### config.mk
export PLATFORM = sky130hd
export DESIGN_NAME = iter_alu
export DESIGN_NICKNAME = d
export VERILOG_FILES = /design/src/rtl/iter_alu.sv
export SDC_FILE = /design/constraint.sdc
export NUM_CORES = 1
export LEC_CHECK = 0
export ABC_AREA = 1
export CORE_AREA = 3 3 178 180
export CTS_CLUSTER_SIZE = 30
export DETAILED_ROUTE_END_ITERATION = 6
export DIE_AREA = 0 0 181 183
export HOLD_SLACK_MARGIN = 0.02
export PLACE_DENSITY = 0.78
export SLEW_MARGIN = 20
export SYNTH_ARGS = -nofsm -noshare
export SYNTH_HDL_FRONTEND = slang
export SYNTH_SLANG_ARGS = --single-unit
### constraint.sdc
create_clock -name CLK -period 2.9 [get_ports CLK]
set_input_delay 0.58 -clock CLK [delete_from_list [all_inputs] [get_ports CLK]]
set_output_delay 0.58 -clock CLK [all_outputs]
set_load 0.05 [all_outputs]
### src/rtl/iter_alu.sv
// iter_alu: single-issue ALU with 1-cycle ops and an iterative shift-add MUL.
// Result and {N,Z,C,V} flags are registered behind a valid/ready handshake.
module iter_alu #(
    parameter int WIDTH  = 32,
    parameter bit MUL_EN = 1'b1
) (
    input  logic             CLK,
    input  logic             RESETn,
    input  logic             InValid,
    output logic             InReady,
    input  logic [WIDTH-1:0] ScrA,
    input  logic [WIDTH-1:0] ScrB,
    input  logic [2:0]       ALUControl,
    input  logic             FlagEn,
    output logic             OutValid,
    input  logic             OutReady,
    output logic [WIDTH-1:0] ALUResult,
    output logic [3:0]       ALUFlags,
    output logic             Busy
);

    localparam int SW = $clog2(WIDTH);
    localparam logic [SW-1:0] LAST = SW'(WIDTH - 1);

    localparam logic [2:0] OP_ADD = 3'b000;
    localparam logic [2:0] OP_SUB = 3'b001;
    localparam logic [2:0] OP_AND = 3'b010;
    localparam logic [2:0] OP_ORR = 3'b011;
    localparam logic [2:0] OP_MOV = 3'b100;
    localparam logic [2:0] OP_LSL = 3'b101;
    localparam logic [2:0] OP_MUL = 3'b110;
    localparam logic [2:0] OP_CMP = 3'b111;

    typedef enum logic {IDLE = 1'b0, MUL = 1'b1} state_t;

    state_t state, state_nx;

    logic [WIDTH-1:0] acc, acc_nx, mcand, mplier;
    logic [SW-1:0]    cnt;
    logic             fe;

    logic             accept, start_mul, mul_done;
    logic [WIDTH-1:0] res;
    logic [WIDTH:0]   sum, diff, shl;
    logic             cf, vf, upd_flags;

    assign InReady   = (state == IDLE) && (!OutValid || OutReady);
    assign Busy      = (state == MUL);
    assign accept    = InValid && InReady;
    assign start_mul = accept && MUL_EN && (ALUControl == OP_MUL);
    assign mul_done  = (state == MUL) && (cnt == LAST);
    assign acc_nx    = mplier[0] ? acc + mcand : acc;

    always_ff @(posedge CLK) begin
        if (!RESETn) state <= IDLE;
        else         state <= state_nx;
    end

    always_comb begin
        state_nx = state;
        unique case (state)
            IDLE: if (start_mul) state_nx = MUL;
            MUL:  if (mul_done)  state_nx = IDLE;
        endcase
    end

    // Single-cycle datapath; C and V default to their held values.
    always_comb begin
        res  = '0;
        cf   = ALUFlags[1];
        vf   = ALUFlags[0];
        sum  = {1'b0, ScrA} + {1'b0, ScrB};
        diff = {1'b0, ScrA} - {1'b0, ScrB};
        shl  = {1'b0, ScrA} << ScrB[SW-1:0];
        unique case (ALUControl)
            OP_ADD: begin
                res = sum[WIDTH-1:0];
                cf  = sum[WIDTH];
                vf  = (ScrA[WIDTH-1] == ScrB[WIDTH-1]) &&
                      (res[WIDTH-1] != ScrA[WIDTH-1]);
            end
            OP_SUB, OP_CMP: begin
                res = diff[WIDTH-1:0];
                cf  = ~diff[WIDTH];
                vf  = (ScrA[WIDTH-1] != ScrB[WIDTH-1]) &&
                      (res[WIDTH-1] != ScrA[WIDTH-1]);
            end
            OP_AND: res = ScrA & ScrB;
            OP_ORR: res = ScrA | ScrB;
            OP_MOV: res = ScrB;
            OP_LSL: begin
                res = shl[WIDTH-1:0];
                if (ScrB[SW-1:0] != '0) cf = shl[WIDTH];
            end
            OP_MUL: res = '0;
        endcase
    end

    assign upd_flags = (ALUControl == OP_CMP) ||
                       (FlagEn && ALUControl != OP_MUL);

    always_ff @(posedge CLK) begin
        if (!RESETn) begin
            ALUResult <= '0;
            ALUFlags  <= '0;
            OutValid  <= 1'b0;
            acc       <= '0;
            mcand     <= '0;
            mplier    <= '0;
            cnt       <= '0;
            fe        <= 1'b0;
        end else begin
            if (start_mul) begin
                OutValid <= 1'b0;
                acc      <= '0;
                mcand    <= ScrA;
                mplier   <= ScrB;
                cnt      <= '0;
                fe       <= FlagEn;
            end else if (accept) begin
                if (ALUControl != OP_CMP) begin
                    ALUResult <= res;
                    OutValid  <= 1'b1;
                end else if (OutReady) begin
                    OutValid <= 1'b0;
                end
                if (upd_flags)
                    ALUFlags <= {res[WIDTH-1], res == '0, cf, vf};
            end else if (mul_done) begin
                ALUResult <= acc_nx;
                OutValid  <= 1'b1;
                if (fe)
                    ALUFlags[3:2] <= {acc_nx[WIDTH-1], acc_nx == '0};
            end else if (OutReady) begin
                OutValid <= 1'b0;
            end
            if (state == MUL) begin
                acc    <= acc_nx;
                mcand  <= mcand << 1;
                mplier <= mplier >> 1;
                cnt    <= cnt + 1'b1;
            end
        end
    end

endmodule

==> impl_metrics.tcl <==
set metrics [dict create \
    outcome "finished, violations left" \
    failed_checks "DRC" \
    path_clk_slew_ps 60 \
    synth_ff_type "dfxtp_1" \
    io_buffers 110 \
    hold_ws_ps 469 \
    hold_buffers 0 \
    synth-warning-count 0 \
    row_count 64 \
    finalNetCount 3803 \
    die_w_um 181 \
    synth-simple-area-share_pct 44.4 \
    tightest_slew_ps 853 \
    crit_start "ScrA[5]" \
    cts.sinks 140 \
    r2r_setup_slack_ps 20 \
    cts_root_buf "clkbuf_16" \
    synth.net_count 3323 \
    clockPowerShare_pct 29.2 \
    yosys.area.top_type "nand2_1" \
    place_ws_ps -850 \
    use_met2_pct 72.0 \
    cts_buffers 17 \
    synth_adder_area_share_pct 10.0 \
    relSlewSlack_pct 43.2 \
    grt_usage_pct 48.9 \
    sw_frac_of_total_pct 40.4 \
    io_pins 111 \
    p_seq_share_pct 25.9 \
    synthCells 3118 \
    wl_per_cell_um 21.7 \
    async_reset_ff_share_pct 0 \
    netlist.area_leader.share_pct 25.2 \
    vias_per_cell 6.07 \
    final_max_slew_viol_count 0 \
    fmax_mhz 346 \
    synth-seq-area-share_pct 16.7 \
    grt-busiest-layer "met2" \
    r2r_end "ALUFlags[2]" \
    pwr-share-comb_pct 44.9 \
    num_vias 24334 \
    cts_tree "done" \
    finalHoldViolations 0 \
    area_growth_pct 39.9 \
    power_uw 7880 \
    rsz0062_at_grt "yes" \
    synthXorXnorAreaFrac_pct 0.678 \
    p_sw_uw 3190 \
    dieArea_um2 33100 \
    grt_pass1_vias 21778 \
    r2r_start "mcand[10]" \
    setup_violations 0 \
    holdPathStages 2 \
    fin_crit_sh_pct 99.8 \
    synth_edf_count 0 \
    synthTopCellsByArea "nand2_1 (25%), dfxtp_1 (17%), inv_1 (10%)" \
    drc 56 \
    firstDrtPassIters 7 \
    utilization_pct 77.4 \
    cp_max_fo 6 \
    coreArea_um2 30300 \
    hpwlAfterDp_mm 68.9 \
    p_per_area_nw_per_um2 336 \
    startpoint_type "primary input" \
    grt_util_met1_pct 61.5 \
    p_leak_uw 0.0123 \
    synth_top_family_by_area "simple AND/OR/NAND/NOR gates" \
    gp_congestion 1.16 \
    p_int_uw 4690 \
    ys_seq_elements 140 \
    endpoint_kind "flop" \
    post_synth_num_cell_types 42 \
    routed_wl_mm 87.1 \
    arrival_ps 3250 \
    r2r_cells 19 \
    cts.htree.levels 4 \
    timing.final.ws_setup_ps 6.69 \
    start_util_pct 55.3 \
    hold_class "reg -> reg" \
    grt_max_degree 75 \
    synthMuxAreaShare_pct 0 \
    die_y_um 183 \
    final.setup.tns_ps 0 \
    cap_violations 0 \
    ant_nets 0 \
    synth_area_per_cell_um2 5.38 \
    syn_area_um2 16800 \
    min_period_ps 2890 \
    hold_path.startpoint "mplier[13]" \
    required_ps 3250 \
    min_to "mplier[13]" \
    gr-total-overflow 0 \
    drtIter0Drc 4181 \
    clock_skew_ps 11.0 \
    antenna_found_initial 5 \
    ir_drop_v 0.000477 \
    synth_compound_area_share_pct 14.3 \
    grt_pass1_wl_mm 125 \
    crit_type "in -> reg" \
    clockBufferDepth 2 \
    drive_gt1_share_pct 22.2 \
    clk_latency_ps 460 \
    grtUsageMet3_pct 12.9 \
]
layout by cell type, fill, tap and decap left out, types with 14 or more instances in the layout:
cell type	Yosys	routed
nand2_1	1128	1072
a31oi_1	33	33
clkdlybuf4s50_1	0	72
nand3_1	341	317
ha_4	0	34
dfxtp_1	140	134
buf_4	5	462
nor2_2	5	52
ha_1	130	85
inv_2	9	38
nand3_2	2	24
o21ai_0	70	58
a21oi_2	0	19
buf_12	0	14
dlymetal6s2s_1	0	30
o211ai_1	20	20
nor2_1	247	179
o22ai_1	20	20
a21oi_1	204	183
o21ai_1	5	15
nor3_1	20	18
inv_1	461	431
nand4_1	42	42
clkbuf_16	0	18
nand2_2	0	56
a22oi_1	42	42
nor2_4	0	21
sequential cells by signal, indices dropped and copies added (netlist names):
signal,count
OutValid,1
mplier,32
fe,1
mcand,32
Busy,1
ALUFlags,4
acc,32
ALUResult,32
cnt,5
worst max-delay path: stages:
cell	delay [ps]
clkdlybuf4s50_1	520
inv_2	90
ha_4	310
nand2_1	60
nand2_1	110
nand2_1	70
nand2_1	90
inv_1	70
nand2_2	80
nand2_1	60
nand3_1	60
nand4_1	270
buf_4	240
nand2_1	60
o211ai_1	300
o211ai_1	200
inv_1	50
synthesized netlist by cell type (2+ instances only):
cell and n:
fa_1 3, dfxtp_1 140, or2_2 5, clkbuf_1 66, nor2_2 5, buf_2 49, nor2_1 247, xor2_1 6
o22ai_1 20, clkinv_1 2, a22oi_1 42, inv_1 461, a31oi_1 33, nand4_1 42, and3_1 3, nand3_2 2
nand2_1 1128, buf_4 5, o211ai_1 20, and2_1 11, xnor2_1 7, a21oi_1 204, ha_1 130, o21a_1 2
o21ai_0 70, nand3_1 341, nand3b_1 5, inv_2 9, a211oi_1 3, nor3_1 20, buf_1 9, o21ai_1 5
o221ai_1 5, a221oi_1 3, o21bai_1 8
power by group through the flow:
| stage | clock [uW] | combinational [uW] | sequential, uW |
|---|---|---|---|
| after CTS | 2280 | 3150 | 2040 |
| after detailed placement | 0 | 3050 | 2080 |
| after global placement | 0 | 3020 | 2070 |
| after global routing | 2370 | 3690 | 2040 |
| after floorplan | 0 | 1400 | 2190 |
| final | 2300 | 3540 | 2040 |
metal layers:
layer  wire length [um]  vias up  part of all wire, %
met5                  0        -                    0
met4               8560        0                  9.8
met3              12200      470                   14
met2              35100     2018                   40
met1              31300    10940                   36
li1                   -    10906                    -
worst max path at each step:
stage / end / slack, ps / cells past startpoint
6_report: ALUResult[8] / 7 / 17
3_3_place_gp: ALUFlags[2] / -920 / 21
4_1_cts: ALUFlags[2] / 1 / 19
2_1_floorplan: ALUFlags[2] / 9 / 25
3_5_place_dp: ALUFlags[2] / -850 / 21
5_1_grt: ALUFlags[2] / -110 / 22
layout make-up:
class,count,area [um^2]
repair buffers,591,4970
diodes,6,15.0
flip-flops and latches,140,2810
clock buffers,22,495
well taps,396,495
inverters,472,1780
fillers,2445,6870
multi-input cells,2376,12800
clock inverters,9,98.8
metrics by stage:
stage	cell area, um^2	instances
final	23500	4012
after global routing	23500	4011
after CTS	22400	3997
after detailed placement	21500	3965
after global placement	21500	3965
after floorplan	16800	3118
cell families (layout without fill, tap and decap cells):
group | count (synthesis) | after routing
other | 0 | 6
and+or+nand+nor | 1811 | 1811
xor gates and xnor gates | 13 | 13
buffers and inverters | 602 | 1094
adders and majority gates | 133 | 133
DFF | 140 | 140
AOI/OAI and AO/OA | 419 | 419
repair_timing:
item                                    4_1_cts  5_1_grt
gates cloned                                  0        0
setup buffers                                 1        9
hold endpoints to repair                      0        0
endpoints found under the setup margin       25       27
resized for setup                            82      286
pin swaps                                     5       48
(Power assumes the default switching activity.)
